File: src/rtl/spi_slave_rx.sv
`timescale 1ns/1ps
// spi_slave_rx: oversampling SPI receiver. Synchronizes sclk/sync/mosi into
// the clk domain, frames MSB-first words on sync and queues completed words
// in a small FIFO presented with a valid/ready handshake.
module spi_slave_rx #(
  parameter int WORD_BITS  = 16,
  parameter int FIFO_DEPTH = 4
) (
  input  logic                 clk,
  input  logic                 rst,
  input  logic                 sclk,
  input  logic                 sync,
  input  logic                 mosi,
  input  logic                 rx_ready,
  output logic [WORD_BITS-1:0] rx_data,
  output logic                 rx_valid,
  output logic                 rx_busy,
  output logic                 frame_err,
  output logic                 overflow
);

  localparam int CW = $clog2(WORD_BITS + 1);
  localparam int AW = $clog2(FIFO_DEPTH);

  typedef enum logic {
    ST_IDLE,
    ST_SHIFT
  } state_t;

  // Synchronizers; the sclk chain has a third stage for edge detection
  logic [2:0]           r_sclk_sync;
  logic [1:0]           r_sync_sync;
  logic [1:0]           r_mosi_sync;

  // Framing state
  state_t               r_state;
  logic [CW-1:0]        r_count;
  logic [WORD_BITS-2:0] r_shreg;
  logic                 r_busy;
  logic                 r_frame_err;

  // FIFO storage and pointers (one extra wrap bit each)
  logic [WORD_BITS-1:0] r_mem [FIFO_DEPTH];
  logic [AW:0]          r_wptr;
  logic [AW:0]          r_rptr;
  logic                 r_overflow;

  logic                 w_rise;
  logic                 w_sync;
  logic                 w_mosi;
  logic [WORD_BITS-1:0] w_word;
  logic                 w_push;
  logic                 w_empty;
  logic                 w_full;
  logic                 w_pop;
  logic                 w_wr;

  assign w_rise = r_sclk_sync[1] & ~r_sclk_sync[2];
  assign w_sync = r_sync_sync[1];
  assign w_mosi = r_mosi_sync[1];
  assign w_word = {r_shreg, w_mosi};

  // The only shift that completes a word is the one arriving at count WORD_BITS-1
  assign w_push = w_rise & ~w_sync & (r_state == ST_SHIFT) &
                  (r_count == CW'(WORD_BITS - 1));

  assign w_empty = (r_wptr == r_rptr);
  assign w_full  = (r_wptr[AW] != r_rptr[AW]) &&
                   (r_wptr[AW-1:0] == r_rptr[AW-1:0]);
  assign w_pop   = ~w_empty & rx_ready;
  // A pop in the same cycle frees the slot, so a push into a full FIFO survives
  assign w_wr    = w_push & (~w_full | w_pop);

  // Two-flop synchronizers plus the sclk edge-detect stage
  always_ff @(posedge clk or posedge rst) begin
    if (rst) begin
      r_sclk_sync <= '0;
      r_sync_sync <= '0;
      r_mosi_sync <= '0;
    end else begin
      r_sclk_sync <= {r_sclk_sync[1:0], sclk};
      r_sync_sync <= {r_sync_sync[0], sync};
      r_mosi_sync <= {r_mosi_sync[0], mosi};
    end
  end

  // Framing FSM: bit counting, shifting and the frame error pulse
  always_ff @(posedge clk or posedge rst) begin
    if (rst) begin
      r_state     <= ST_IDLE;
      r_count     <= '0;
      r_shreg     <= '0;
      r_busy      <= 1'b0;
      r_frame_err <= 1'b0;
    end else begin
      r_frame_err <= 1'b0;
      if (w_rise) begin
        case (r_state)
          ST_IDLE: begin
            if (w_sync) begin
              r_state <= ST_SHIFT;
              r_count <= '0;
              r_busy  <= 1'b1;
            end
          end
          ST_SHIFT: begin
            if (w_sync) begin
              if (r_count != '0) begin
                r_frame_err <= 1'b1;
              end
              r_count <= '0;
            end else begin
              r_shreg <= w_word[WORD_BITS-2:0];
              if (r_count == CW'(WORD_BITS - 1)) begin
                r_count <= '0;
                r_state <= ST_IDLE;
                r_busy  <= 1'b0;
              end else begin
                r_count <= r_count + CW'(1);
              end
            end
          end
          default: begin
            r_state <= ST_IDLE;
            r_busy  <= 1'b0;
          end
        endcase
      end
    end
  end

  // Word FIFO: push from the framer, pop on valid & ready, flag dropped words
  always_ff @(posedge clk or posedge rst) begin
    if (rst) begin
      for (int unsigned i = 0; i < FIFO_DEPTH; i++) begin
        r_mem[i] <= '0;
      end
      r_wptr     <= '0;
      r_rptr     <= '0;
      r_overflow <= 1'b0;
    end else begin
      r_overflow <= w_push & w_full & ~w_pop;
      if (w_wr) begin
        r_mem[r_wptr[AW-1:0]] <= w_word;
        r_wptr                <= r_wptr + 1'b1;
      end
      if (w_pop) begin
        r_rptr <= r_rptr + 1'b1;
      end
    end
  end

  assign rx_data   = r_mem[r_rptr[AW-1:0]];
  assign rx_valid  = ~w_empty;
  assign rx_busy   = r_busy;
  assign frame_err = r_frame_err;
  assign overflow  = r_overflow;

endmodule

File: config.mk
export PLATFORM = sky130hd
export DESIGN_NAME = spi_slave_rx
export DESIGN_NICKNAME = d
export VERILOG_FILES = /design/src/rtl/spi_slave_rx.sv
export SDC_FILE = /design/constraint.sdc
export NUM_CORES = 1
export LEC_CHECK = 0
export ABC_AREA = 1
export CAP_MARGIN = 20
export CORE_ASPECT_RATIO = 1.4
export CORE_MARGIN = 3
export CORE_UTILIZATION = 53
export CTS_CLUSTER_DIAMETER = 50
export DETAILED_ROUTE_END_ITERATION = 8
export DONT_BUFFER_PORTS = 1
export GPL_TIMING_DRIVEN = 0
export PLACE_DENSITY = 0.75
export SYNTH_ARGS = -nofsm -noshare
export SYNTH_HDL_FRONTEND = slang
export SYNTH_SLANG_ARGS = --single-unit
export TNS_END_PERCENT = 20
File: constraint.sdc
create_clock -name clk -period 4.1 [get_ports clk]
set_input_delay 1.025 -clock clk [delete_from_list [all_inputs] [get_ports clk]]
set_output_delay 1.025 -clock clk [all_outputs]
set_load 0.01 [all_outputs]
# ---- Word level (Yosys, flattened, before mapping)
# Index checks and enable logic that the tools add are counted.
dict set report op_classes {
  eq_ne 7
  magnitude_cmp 3
  bitwise 17
  add_sub_neg 3
  reduce_logical 6
  n_mux 22
}
# op count
set ops {}
lappend ops {{$bwmux 64} 1}
lappend ops {{$mux 16} 3}
lappend ops {{$bmux 16 s2} 1}
lappend ops {{$demux 16 s2} 1}
lappend ops {{$mux 5} 3}
lappend ops {{$mux 1} 10}
lappend ops {{$pmux 5 s2} 1}
lappend ops {{$and 1x1->1} 8}
lappend ops {{$add 3x1->3 const B} 2}
lappend ops {{$ge 3x3->1 const B} 2}
lappend ops {{$not 1->1} 6}
lappend ops {{$not 2->3} 2}
lappend ops {{$add 5x1->5 const B} 1}
lappend ops {{$eq 5x4->1 const B} 1}
lappend ops {{$reduce_bool 5->1} 1}
lappend ops {{$ne 2x2->1 const B} 2}
lappend ops {{$pmux 1 s2} 2}
lappend ops {{$reduce_and 4->1} 1}
lappend ops {{$eq 3x3->1} 1}
lappend ops {{$lt 3x1->1 const B} 1}
lappend ops {{$reduce_and 3->1} 1}
lappend ops {{$eq 2x2->1} 1}
lappend ops {{$logic_and 1x1->1} 2}
lappend ops {{$ne 2x1->1 const B} 1}
lappend ops {{3 further kinds} 3}
dict set report totals {
  regBits 101
  out_inout_bits 20
  input_bits 6
  wordCells 73
}

# ---- Logic depth before layout (Yosys ltp)
dict set report depth {
  ltp_word 7
  ltp_mapped 10
  mapped_depth_nobuf 8
}

# ---- Worst setup path after synthesis
# No wires, ideal clock.
dict set report synth_path {
  path_type {flip-flop to output port}
  from {reg r_rptr[0]}
  to {out rx_data[0]}
  arrival_time_ps 1170
  t_required_ps 3075
  setup_slack_ps 1905
  path_stages_with_launch 6
  path_buffers 2
  cell_sequence {dfrtp_1 -> buf_2 -> inv_2 -> clkbuf_1 -> nor2_1 -> o22ai_1}
}
dict set report synth_via {
  elab_chain_cells 4
}
# element line_no
set synth_lines {}
lappend synth_lines {{start: declaration} 45} ;# logic [AW:0] r_rptr;
lappend synth_lines {{start signal: assignment} 148} ;# r_rptr <= r_rptr + 1'b1;
lappend synth_lines {{$not 2->3 (implied by the code)} 153} ;# assign rx_data = r_mem[r_rptr[AW-1:0]];
lappend synth_lines {{$bmux 16 s2} 153}
lappend synth_lines {{$mux 16 (implied by the code) (2 in series)} 153}
lappend synth_lines {{end: declaration} 15} ;# output logic [WORD_BITS-1:0] rx_data,
# Every way passes these cells. The select of a mux whose other input is x is not followed.

# ---- Worst setup path in the final report
dict set report layout_path {
  from {reg r_rptr[1]}
  to {out rx_data[15]}
}
# Same word-level chain as after synthesis.

==> impl_results.md <==
* Total core area at between 0.008 and 0.009 mm²
* Post-route antenna net violation count at 0
* H-Tree Depth at 3
* Max cap viols at 0
* Layout cells sized above 1 at a little over 8%
* Post-layout min period at ~3000 ps
* Synth area leaders: dfrtp_1 (54%), nand2_1 (14%), nand4_1 (8.8%), o21ai_0 (5.5%), nor2_1 (2.8%)
* Crit-path max FO at 10
* Slew Viols, Final at 0
* #FFs+latches synth at 101
* Largest net degree at the start of global routing at 76
* Pwr Total at around 0.0021 W
* Cell taking the most area after synthesis: dfrtp_1
* Placed Instances at roughly 640
* CTS Sinks at ~100
* Non-filler cells, final at between 600 and 700
* CTS Buf Count at 9
* GRT Total Usage at a little over a quarter
* Worst-Margin Slew at 627 ps
* DR vias/cell at approximately 6
* # rows at 39
* Post-cts gate resize count at 0
* Fmax at about 0.33 GHz
* Slew margin rel. at around 58%
* DRT Wirelength at roughly 12,000 µm
* Yosys cell types at 27
* Clock Pin Slew Worst Setup and Hold Paths at 70 ps
* Outcome: finished clean
* Sequential share of power at 50.7%
* CP required at between 3000 and 4000 ps
* Setup Skew at between 8 and 9 ps
* CP arrival at roughly 2000 ps
* IO Count at 26
* Power Density at between 400 and 500 mW/mm²
* Unrepaired setup endpoints after global routing: false
* Initial DRT Pass Iterations at 5
* Most common cell in the netlist: nand2_1
* Combinational power share at around 8.5%
* Vias in the first global route at a little over 4,000
* Placer's final routability congestion estimate at around 0.9
* Die extent in x at ~85 µm
* Post CTS Setup Buffer Count at 0
* First-pass GRT wire length at slightly above 20,000 µm
* Initial Utilization at a little under three fifths
* Crit end category: output pin
* Crit Path Category: reg2out
* DP Wirelength at around 8500 µm
* Yosys top cell area share at between 50% and 60%
* Total internal power at ~0.0016 W
* Die Ht at between 100 and 150 µm
* Number of flops mapped to enable cells by yosys at 0
* Initial DRC count at between 600 and 700
* Worst-case hold slack at 355 ps
* Max Buffers Root-to-Sink at 2
* CP startpoint kind: flip-flop
* Clk_lat worst skew at around 350 ps
* Via count at 3,992
* Setup_tns at 0 ps
* Initial antenna violation count at 0
* Fillers at slightly above 700
* Prevailing post-synth register cell: dfrtp_1
* VDD IR max at 0.311 mV
* Avg Cell Area, Syn at 8.62 µm²
* Post-route clock period utilization at 73.3%
* Clock power share at around two fifths
* Switch share at between 20% and 30%
* Syn_nets at 554
* Syn Inst Count at 541
* Grt total ovfl at 0
* Asr flop ratio synth at 100%
* Die Area at between 0.009 and 0.01 mm²
* Synth Warn # at 0
* Final setup violating endpoints at 0
* Area delta synth->final at 9.79%
* Seq/Total Area, Yosys at about 54%
* Avg WL per Cell at between 15 and 20 µm
* Number of port buffers at 0
* Commonest cells in the netlist: nand2_1 (175), dfrtp_1 (101), nand4_1 (66), o21ai_0 (51), nor2_1 (35)
* Mapped Area at 0.00467 mm²
* DR DRC count at 0
* Layout net count at ~570
* # hold bufs at CTS at 0
* Final Hold Vio Count at 0
* ANT cells at 0
* LEAKAGE at approximately 2.6 nW
* HP Class: reg2reg
* P_sw at 0.000568 W
* Root Buffer Master: clkbuf_16
* CTS tree: built
==> cell families (layout without fill, tap and decap cells) <==
| logic type | count (synthesis) | count (layout) | synth area share [%] |
|---|---|---|---|
| xor+xnor | 2 | 2 | 0.376 |
| fa+ha+maj | 7 | 7 | 1.88 |
| buf+inv | 63 | 80 | 5.90 |
| flops | 101 | 101 | 54.2 |
| simple gates | 295 | 295 | 29.2 |
| compound gates | 73 | 73 | 8.45 |
==> metrics by stage <==
| step | util (%) | setup slack (ps) | area (µm²) |
|---|---|---|---|
| 5_1_grt | 61.4 | 1020 | 5120 |
| 2_1_floorplan | - | 428 | 4670 |
| 3_3_place_gp | 57.4 | -567 | 4790 |
| 4_1_cts | 61.4 | 1110 | 5120 |
| 3_5_place_dp | 57.8 | 1490 | 4820 |
| 6_report | 61.4 | 1090 | 5120 |
==> final timing paths <==
path,slack (ps),endpoint,from,cells after the start
max in group asynchronous,2910,r_mem[25],rst,2
setup / recovery,1090,rx_data[15],r_rptr[1],5
setup reg to reg,2200,r_mem[6],r_rptr[1],9
hold reg to reg,360,r_mosi_sync[1],r_mosi_sync[0],0
hold / removal,360,r_mosi_sync[1],r_mosi_sync[0],0
min in group asynchronous,530,r_mem[35],rst,1
==> cell usage in the layout (no fill, tap or decap), types with 3 or more instances in the layout <==
cell       count
ha_1           7
o22ai_1       18
buf_2         10
clkbuf_1      21
nand4_1       66
nand2_1      175
dfrtp_1      101
clkbuf_16      9
nand3_2        4
inv_1         21
buf_4          3
nand3_1        8
nor2_1        35
o21ai_0       51
==> layout make-up <==
type	instances	area (µm²)	area share, %
plain buffers	38	181	3.54
inverters	25	96.3	1.88
well taps	102	128	2.49
repair buffers	1	27.5	0.537
multi-input cells	377	1860	36.4
flip-flops and latches	101	2530	49.3
clock inverters	7	73.8	1.44
clock buffers	9	225	4.40
==> sequential cells by signal (all words and copies together) (netlist names), 2 cells and up <==
register,count
r_count,5
r_mem,64
r_mosi_sync,2
r_rptr,3
r_sclk_sync,3
r_shreg,15
r_sync_sync,2
r_wptr,3
==> critical path, cell delays in order (launching register included) <==
cell and delay, ps:
dfrtp_1 380, buf_4 190, inv_2 140, clkbuf_1 400, o21ai_0 160, o22ai_1 360
==> power by group through the flow <==
stage	registers (W)	logic, W	clock network [W]
after floorplan	0.00107	0.000131	0
after global placement	0.00109	0.000173	0
after detailed placement	0.00109	0.000181	0
after CTS	0.00107	0.000182	0.000871
after global routing	0.00108	0.000204	0.000911
final	0.00107	0.000180	0.000863
==> per-layer routing <==
metal  up-vias  part of all wire [%]  global-route usage, %
li1       1856                     -                      -
met1      1938                    40                   33.1
met2       175                    51                   44.6
met3        23                   7.1                   5.25
met4         0                   2.2                   11.1
met5         -                     0                      0
No activity file was read; power rests on OpenSTA's default activity.
